File: src/rtl/int_writeback.sv
// Integer writeback merge: ALU results always take the register-file write port,
// LSU results queue in an in-order FIFO and drain on cycles the ALU leaves free.
// Write port is registered (1 cycle ALU, >=2 cycles LSU); lsu_ready_o drops while the FIFO is full.
module int_writeback #(
  parameter int DATA_W     = 64,
  parameter int ADDR_W     = 5,
  parameter int FIFO_DEPTH = 4
) (
  input  logic                          clk_i,
  input  logic                          rst_ni,
  input  logic                          alu_valid_i,
  input  logic [ADDR_W-1:0]             alu_addr_i,
  input  logic [DATA_W-1:0]             alu_data_i,
  input  logic                          lsu_valid_i,
  output logic                          lsu_ready_o,
  input  logic [ADDR_W-1:0]             lsu_addr_i,
  input  logic [DATA_W-1:0]             lsu_data_i,
  output logic                          write_enable_o,
  output logic [ADDR_W-1:0]             write_addr_o,
  output logic [DATA_W-1:0]             write_data_o,
  output logic [(1<<ADDR_W)-1:0]        pending_mask_o,
  output logic [$clog2(FIFO_DEPTH):0]   fifo_count_o
);

  localparam int PTR_W = $clog2(FIFO_DEPTH);
  localparam int CNT_W = PTR_W + 1;
  localparam int NREG  = 1 << ADDR_W;

  // FIFO storage; a slot's live bit is only ever set while the slot is occupied,
  // so the pending mask can be formed over all slots without consulting pointers.
  logic [ADDR_W-1:0]     addr_q [FIFO_DEPTH];
  logic [ADDR_W-1:0]     addr_d [FIFO_DEPTH];
  logic [DATA_W-1:0]     data_q [FIFO_DEPTH];
  logic [DATA_W-1:0]     data_d [FIFO_DEPTH];
  logic [FIFO_DEPTH-1:0] live_q, live_d;
  logic [PTR_W-1:0]      wptr_q, wptr_d;
  logic [PTR_W-1:0]      rptr_q, rptr_d;
  logic [CNT_W-1:0]      count_q, count_d;

  logic                  we_q, we_d;
  logic [ADDR_W-1:0]     waddr_q, waddr_d;
  logic [DATA_W-1:0]     wdata_q, wdata_d;

  logic                  alu_fire;
  logic                  lsu_accept;
  logic                  push;
  logic                  pop;
  logic [NREG-1:0]       pending_mask;

  // Handshake and arbitration decisions from current state and inputs.
  always_comb begin
    alu_fire    = alu_valid_i && (alu_addr_i != '0);
    lsu_ready_o = (count_q < CNT_W'(FIFO_DEPTH));
    lsu_accept  = lsu_valid_i && lsu_ready_o;
    // Writes to register 0 complete the handshake but never occupy a slot.
    push        = lsu_accept && (lsu_addr_i != '0);
    pop         = !alu_fire && (count_q != '0);
  end

  // Next-state for the FIFO and the registered write port.
  always_comb begin
    addr_d  = addr_q;
    data_d  = data_q;
    live_d  = live_q;
    wptr_d  = wptr_q;
    rptr_d  = rptr_q;
    count_d = count_q;
    we_d    = 1'b0;
    waddr_d = waddr_q;
    wdata_d = wdata_q;

    // A younger ALU write makes any queued LSU write to the same register stale.
    for (int i = 0; i < FIFO_DEPTH; i++) begin
      if (alu_fire && (addr_q[i] == alu_addr_i)) begin
        live_d[i] = 1'b0;
      end
    end

    if (alu_fire) begin
      we_d    = 1'b1;
      waddr_d = alu_addr_i;
      wdata_d = alu_data_i;
    end else if (pop) begin
      // Killed heads still drain, occupying the port for a cycle with no write.
      we_d           = live_q[rptr_q];
      waddr_d        = addr_q[rptr_q];
      wdata_d        = data_q[rptr_q];
      live_d[rptr_q] = 1'b0;
      rptr_d         = rptr_q + PTR_W'(1);
    end

    // Push and pop never address the same slot: pop needs non-empty, push needs non-full.
    if (push) begin
      addr_d[wptr_q] = lsu_addr_i;
      data_d[wptr_q] = lsu_data_i;
      live_d[wptr_q] = !(alu_fire && (lsu_addr_i == alu_addr_i));
      wptr_d         = wptr_q + PTR_W'(1);
    end

    case ({push, pop})
      2'b10:   count_d = count_q + CNT_W'(1);
      2'b01:   count_d = count_q - CNT_W'(1);
      default: count_d = count_q;
    endcase
  end

  // State registers; reset discards every queued entry.
  always_ff @(posedge clk_i or negedge rst_ni) begin
    if (!rst_ni) begin
      for (int i = 0; i < FIFO_DEPTH; i++) begin
        addr_q[i] <= '0;
        data_q[i] <= '0;
      end
      live_q  <= '0;
      wptr_q  <= '0;
      rptr_q  <= '0;
      count_q <= '0;
      we_q    <= 1'b0;
      waddr_q <= '0;
      wdata_q <= '0;
    end else begin
      addr_q  <= addr_d;
      data_q  <= data_d;
      live_q  <= live_d;
      wptr_q  <= wptr_d;
      rptr_q  <= rptr_d;
      count_q <= count_d;
      we_q    <= we_d;
      waddr_q <= waddr_d;
      wdata_q <= wdata_d;
    end
  end

  // Hazard mask: one bit per register with a live queued write.
  always_comb begin
    pending_mask = '0;
    for (int i = 0; i < FIFO_DEPTH; i++) begin
      if (live_q[i]) begin
        pending_mask[addr_q[i]] = 1'b1;
      end
    end
  end

  assign pending_mask_o = pending_mask;
  assign fifo_count_o   = count_q;
  assign write_enable_o = we_q;
  assign write_addr_o   = waddr_q;
  assign write_data_o   = wdata_q;

endmodule
File: config.mk
export PLATFORM = sky130hd
export DESIGN_NAME = int_writeback
export DESIGN_NICKNAME = d
export VERILOG_FILES = /design/src/rtl/int_writeback.sv
export SDC_FILE = /design/constraint.sdc
export NUM_CORES = 1
export LEC_CHECK = 0
export ABC_AREA = 1
export BUFFER_PORTS_ARGS = -buffer_cell sky130_fd_sc_hd__buf_2
export CAP_MARGIN = 20
export CORE_ASPECT_RATIO = 0.9
export CORE_UTILIZATION = 52
export DETAILED_ROUTE_END_ITERATION = 16
export MAX_ROUTING_LAYER = met4
export PLACE_DENSITY = 0.76
export SYNTH_ARGS = -nofsm -noshare
export SYNTH_HDL_FRONTEND = slang
export SYNTH_SLANG_ARGS = --single-unit
File: constraint.sdc
create_clock -name clk_i -period 1.9 [get_ports clk_i]
set_clock_uncertainty 0.2 [all_clocks]
set_input_delay 0 -clock clk_i [delete_from_list [all_inputs] [get_ports clk_i]]
set_output_delay 0 -clock clk_i [all_outputs]
set_load 0.01 [all_outputs]
==> flow_results.org <==
** Die
- Chip width :: 197 um
- In this run the count of I/O pins placed on the die edge is 248.
- Placement Rows :: 63
- The initial utilization of the core area, before any placement, comes to 0.535.
- The die covers 35000 um2.
- Area of the placeable core :: 33300 um2
- Measured along the y axis, the die boundary spans 178 um.

** GRT
- First-pass GRT wire length :: 93800 um
- The initial antenna violation count came to 4.
- The number of global-route vias before repair was 18000.
- Total global routing overflow :: 0
- Largest net degree at the start of global routing :: 86
- Global routing usage summed across all routing layers :: 0.348

** Setup path
- Counting cells, the worst reg-to-reg path comes to 8.
- For the worst setup path, the data arrival time is 1870 ps.
- Slowest CP cell :: dfrtp_2
- Crit start category :: flop
- The critical path goes through inv_4, nand3_4, o22ai_1, or2_4, buf_6.
- The critical path is of the reg -> out type.
- STA classifies the critical path endpoint as an output pin.
- The largest single stage delay on the critical path is 480 ps.
- Data required time of the critical path :: 1700 ps
- Along the worst path, the maximum fanout reaches 8.

** Synth
- Of the synthesized area, sequential elements account for 0.501.
- Mean instance size in the synthesized netlist :: 7.55 um2
- Netlist area before placement :: 17800 um2
- Number of distinct library cells after synthesis :: 33
- The Yosys step of the flow raised 0 warnings.
- Gate Count Post-Synth :: 2360
- FF+latch count, synth :: 357
- Nets in the synthesized netlist :: 2512

** Power and ir drop
- The analysis attributes to cell leakage a power of 11.9 nW.
- Cell Pwr Density :: 1620 nW/um2
- Of the total power, registers draw 0.356.
- Combinational cell fraction of total power :: 0.453
- The internal portion of the total power is 0.0223 W.
- Worst IR Drop VDD :: 0.956 mV
- Part of the power in the clock network :: 0.191
- Net switching power of the design :: 0.0162 W
- Of the total power, the share spent switching nets is 0.421.

** Clock tree
- The clock net in this run drives a total of 357 sinks.
- No sink is reached through more buffers than the 3 on the longest clock path.
- Clock edge transition at the registers on the reported setup and hold paths :: 60 ps
- The root buffer cell chosen for the clock tree is clkbuf_16.
- TritonCTS clock tree :: done
- Clock buffers created by TritonCTS :: 37
- The clock reaches the later pin of the worst-skew pair after 540 ps.
- In this run the number of H-tree levels came out at 2.

** Layout
- Once layout is complete, the utilization of the core stands at 0.715.
- From synthesis to final layout, the design area changed by 33.7%.
- The top cell types in the final layout, fill and taps aside, are 1315 x nand2_1, 332 x dfrtp_1, 223 x buf_2, 150 x nand3_1, 144 x dlygate4sd3_1.
- Layout filler cell count :: 2490
- With fillers left out, the area of the finished cells amounts to 23800 um2.
- After the last flow step, the layout net total stands at 2916.
- Most frequent standard cell in the layout excluding fill and tap cells :: nand2_1
- Of the cells placed in the final design, the portion with a size suffix greater than 1 is 0.216.

** Place
- Routability congestion estimate :: 0.980
- Count of buffers from port buffering :: 247
- Detailed placement ended at an HPWL of 34200 um.
- Summing all placed instances gives a cell area of 19800 um2.

** STA
- Hold slack :: -32.6 ps
- Fmax :: 0.484 GHz
- Actual transition at the worst max-transition pin :: 466 ps
- Count of final max-slew check failures :: 0
- Setup violations remaining at the end of the flow were counted as 32.
- Unrepaired setup endpoints after global routing :: true
- Relative slew slack :: 0.689
- Time the final worst path needs with I/O delays and setup :: 2070 ps
- Part of the cycle the worst path needs :: 1.09
- Number of failing hold endpoints at the final stage :: 3
- Setup slack on the critical path of the routed design comes to -166 ps.

** Drt
- Routed wl met3 :: 5430 um
- In the routed design, unresolved DRC markers number 0.
- WL met1 :: 24000 um
- For this block, the routed nets add up to 59800 um of wire.
- The first detailed-routing pass ran for 8 iterations.
- The detailed router used layers up to and including met4.
- Using the TritonRoute via totals, the vias-per-cell ratio works out to 5.63.
- Dividing the detail-routed wire length by the instance count gives 18.4 um.
- Routed length on met2 :: 28400 um
- The detail route stage leaves a number of antenna-violating nets equal to 0.
- Across all layers, the routed design uses 18300 vias.
- In this run, the number of DRC markers left after iteration 0 of detailed routing was 1641.

** Worst hold path
- The min-delay analysis places its worst path in the category in -> reg.
- Worst hold path cell count :: 8

** Job
- Max-cap violations :: 0

** Status
- The checks that failed: hold timing, setup timing.
- Result of the run :: complete, but fails checks
[state kept, by name (all words and copies together), names as in the netlist]
name,cells
write_addr_o,5
write_data_o,64
wptr_q,2
data_q,256
live_q,4
fifo_count_o,3
addr_q,20
rptr_q,2
write_enable_o,1
[worst max-delay path, delay by kind of cell, from the launching register on]
| family | cells | cell delay (ps) |
|---|---|---|
| DFF | 1 | 480 |
| and+or+nand+nor | 2 | 370 |
| AOI/OAI and AO/OA | 1 | 280 |
| buffers and inverters | 2 | 200 |
[synth_stat cells (all sizes together)]
master / count / share of area
nor3: 4 / 0.0014
xnor2: 8 / 0.0039
clkbuf: 18 / 0.0038
o31ai: 1 / 0.00042
o221ai: 8 / 0.0039
nand3b: 1 / 0.00063
o21ai: 98 / 0.028
dfrtp: 357 / 0.50
or2: 24 / 0.0084
o211ai: 33 / 0.014
nand3: 198 / 0.057
buf: 124 / 0.044
o22ai: 46 / 0.016
inv: 48 / 0.010
nand2: 1320 / 0.28
a21oi: 19 / 0.0053
ha: 9 / 0.0063
fa: 1 / 0.0011
o22a: 4 / 0.0020
xor2: 17 / 0.0084
nor2: 22 / 0.0055
[what timing repair did]
| action | in CTS | in global routing |
|---|---|---|
| gates resized for setup | 171 | 78 |
| hold buffers | 145 | 2 |
| endpoints found under the hold margin | 713 | 2 |
| gates cloned | 1 | 2 |
| pin swaps | 16 | 29 |
| buffers inserted | 30 | 9 |
| setup endpoints to repair | 33 | 103 |
[power by group through the flow]
stage / clock [W] / sequential, W / combinational, W
final: 0.00736 / 0.0137 / 0.0174
after detailed placement: 0 / 0.0134 / 0.0147
after CTS: 0.00743 / 0.0136 / 0.0164
after global placement: 0 / 0.0133 / 0.0143
after floorplan: 0 / 0.0133 / 0.00959
after global routing: 0.00774 / 0.0141 / 0.0192
[worst paths after layout]
path / slack (ps) / startpoint / to
setup / recovery: -170 / addr_q[16] / pending_mask_o[1]
hold / removal: -30 / alu_addr_i[1] / live_q[2]
setup reg to reg: 60 / fifo_count_o[2] / fifo_count_o[2]
hold reg to reg: 280 / write_data_o[58] / write_data_o[58]
max in group asynchronous: 350 / rst_ni / data_q[112]
min in group asynchronous: 350 / rst_ni / data_q[118]
[through the flow]
stage               worst slack [ps]  TNS (ps)  power [W]  std cells
global placement                28.4         0     0.0276       2997
CTS                            -98.4     -2840     0.0374       3237
floorplan                      -9.00     -9.00     0.0229       2360
finish                          -166     -3450     0.0385       3250
global route                    -204     -4680     0.0410       3249
detailed placement             -45.6      -598     0.0281       2997
[cell families after synthesis]
| group | count (synthesis) | share of synthesized area |
|---|---|---|
| simple gates | 1569 | 0.352 |
| flops | 357 | 0.501 |
| compound gates | 209 | 0.0692 |
| buf+inv | 190 | 0.0582 |
| xor+xnor | 25 | 0.0123 |
| fa+ha+maj | 10 | 0.00744 |
[layer usage]
metal / vias to the layer above / global-route usage
met4: 0 / 0.124
li1: 8311 / -
met2: 997 / 0.554
met1: 8797 / 0.451
met5: - / -
met3: 186 / 0.0576
[final cells by class]
class / count / area [um2] / area share
Antenna cell: 5 / 12.5 / 0.000525
Clock buffer: 55 / 1110 / 0.0464
Clock inverter: 10 / 110 / 0.00462
Inverter: 48 / 256 / 0.0108
Multi-Input combinational cell: 1813 / 8630 / 0.362
Sequential cell: 357 / 8970 / 0.376
Tap cell: 455 / 569 / 0.0239
Timing Repair Buffer: 507 / 4190 / 0.176
Power figures use the tool's default switching activity.
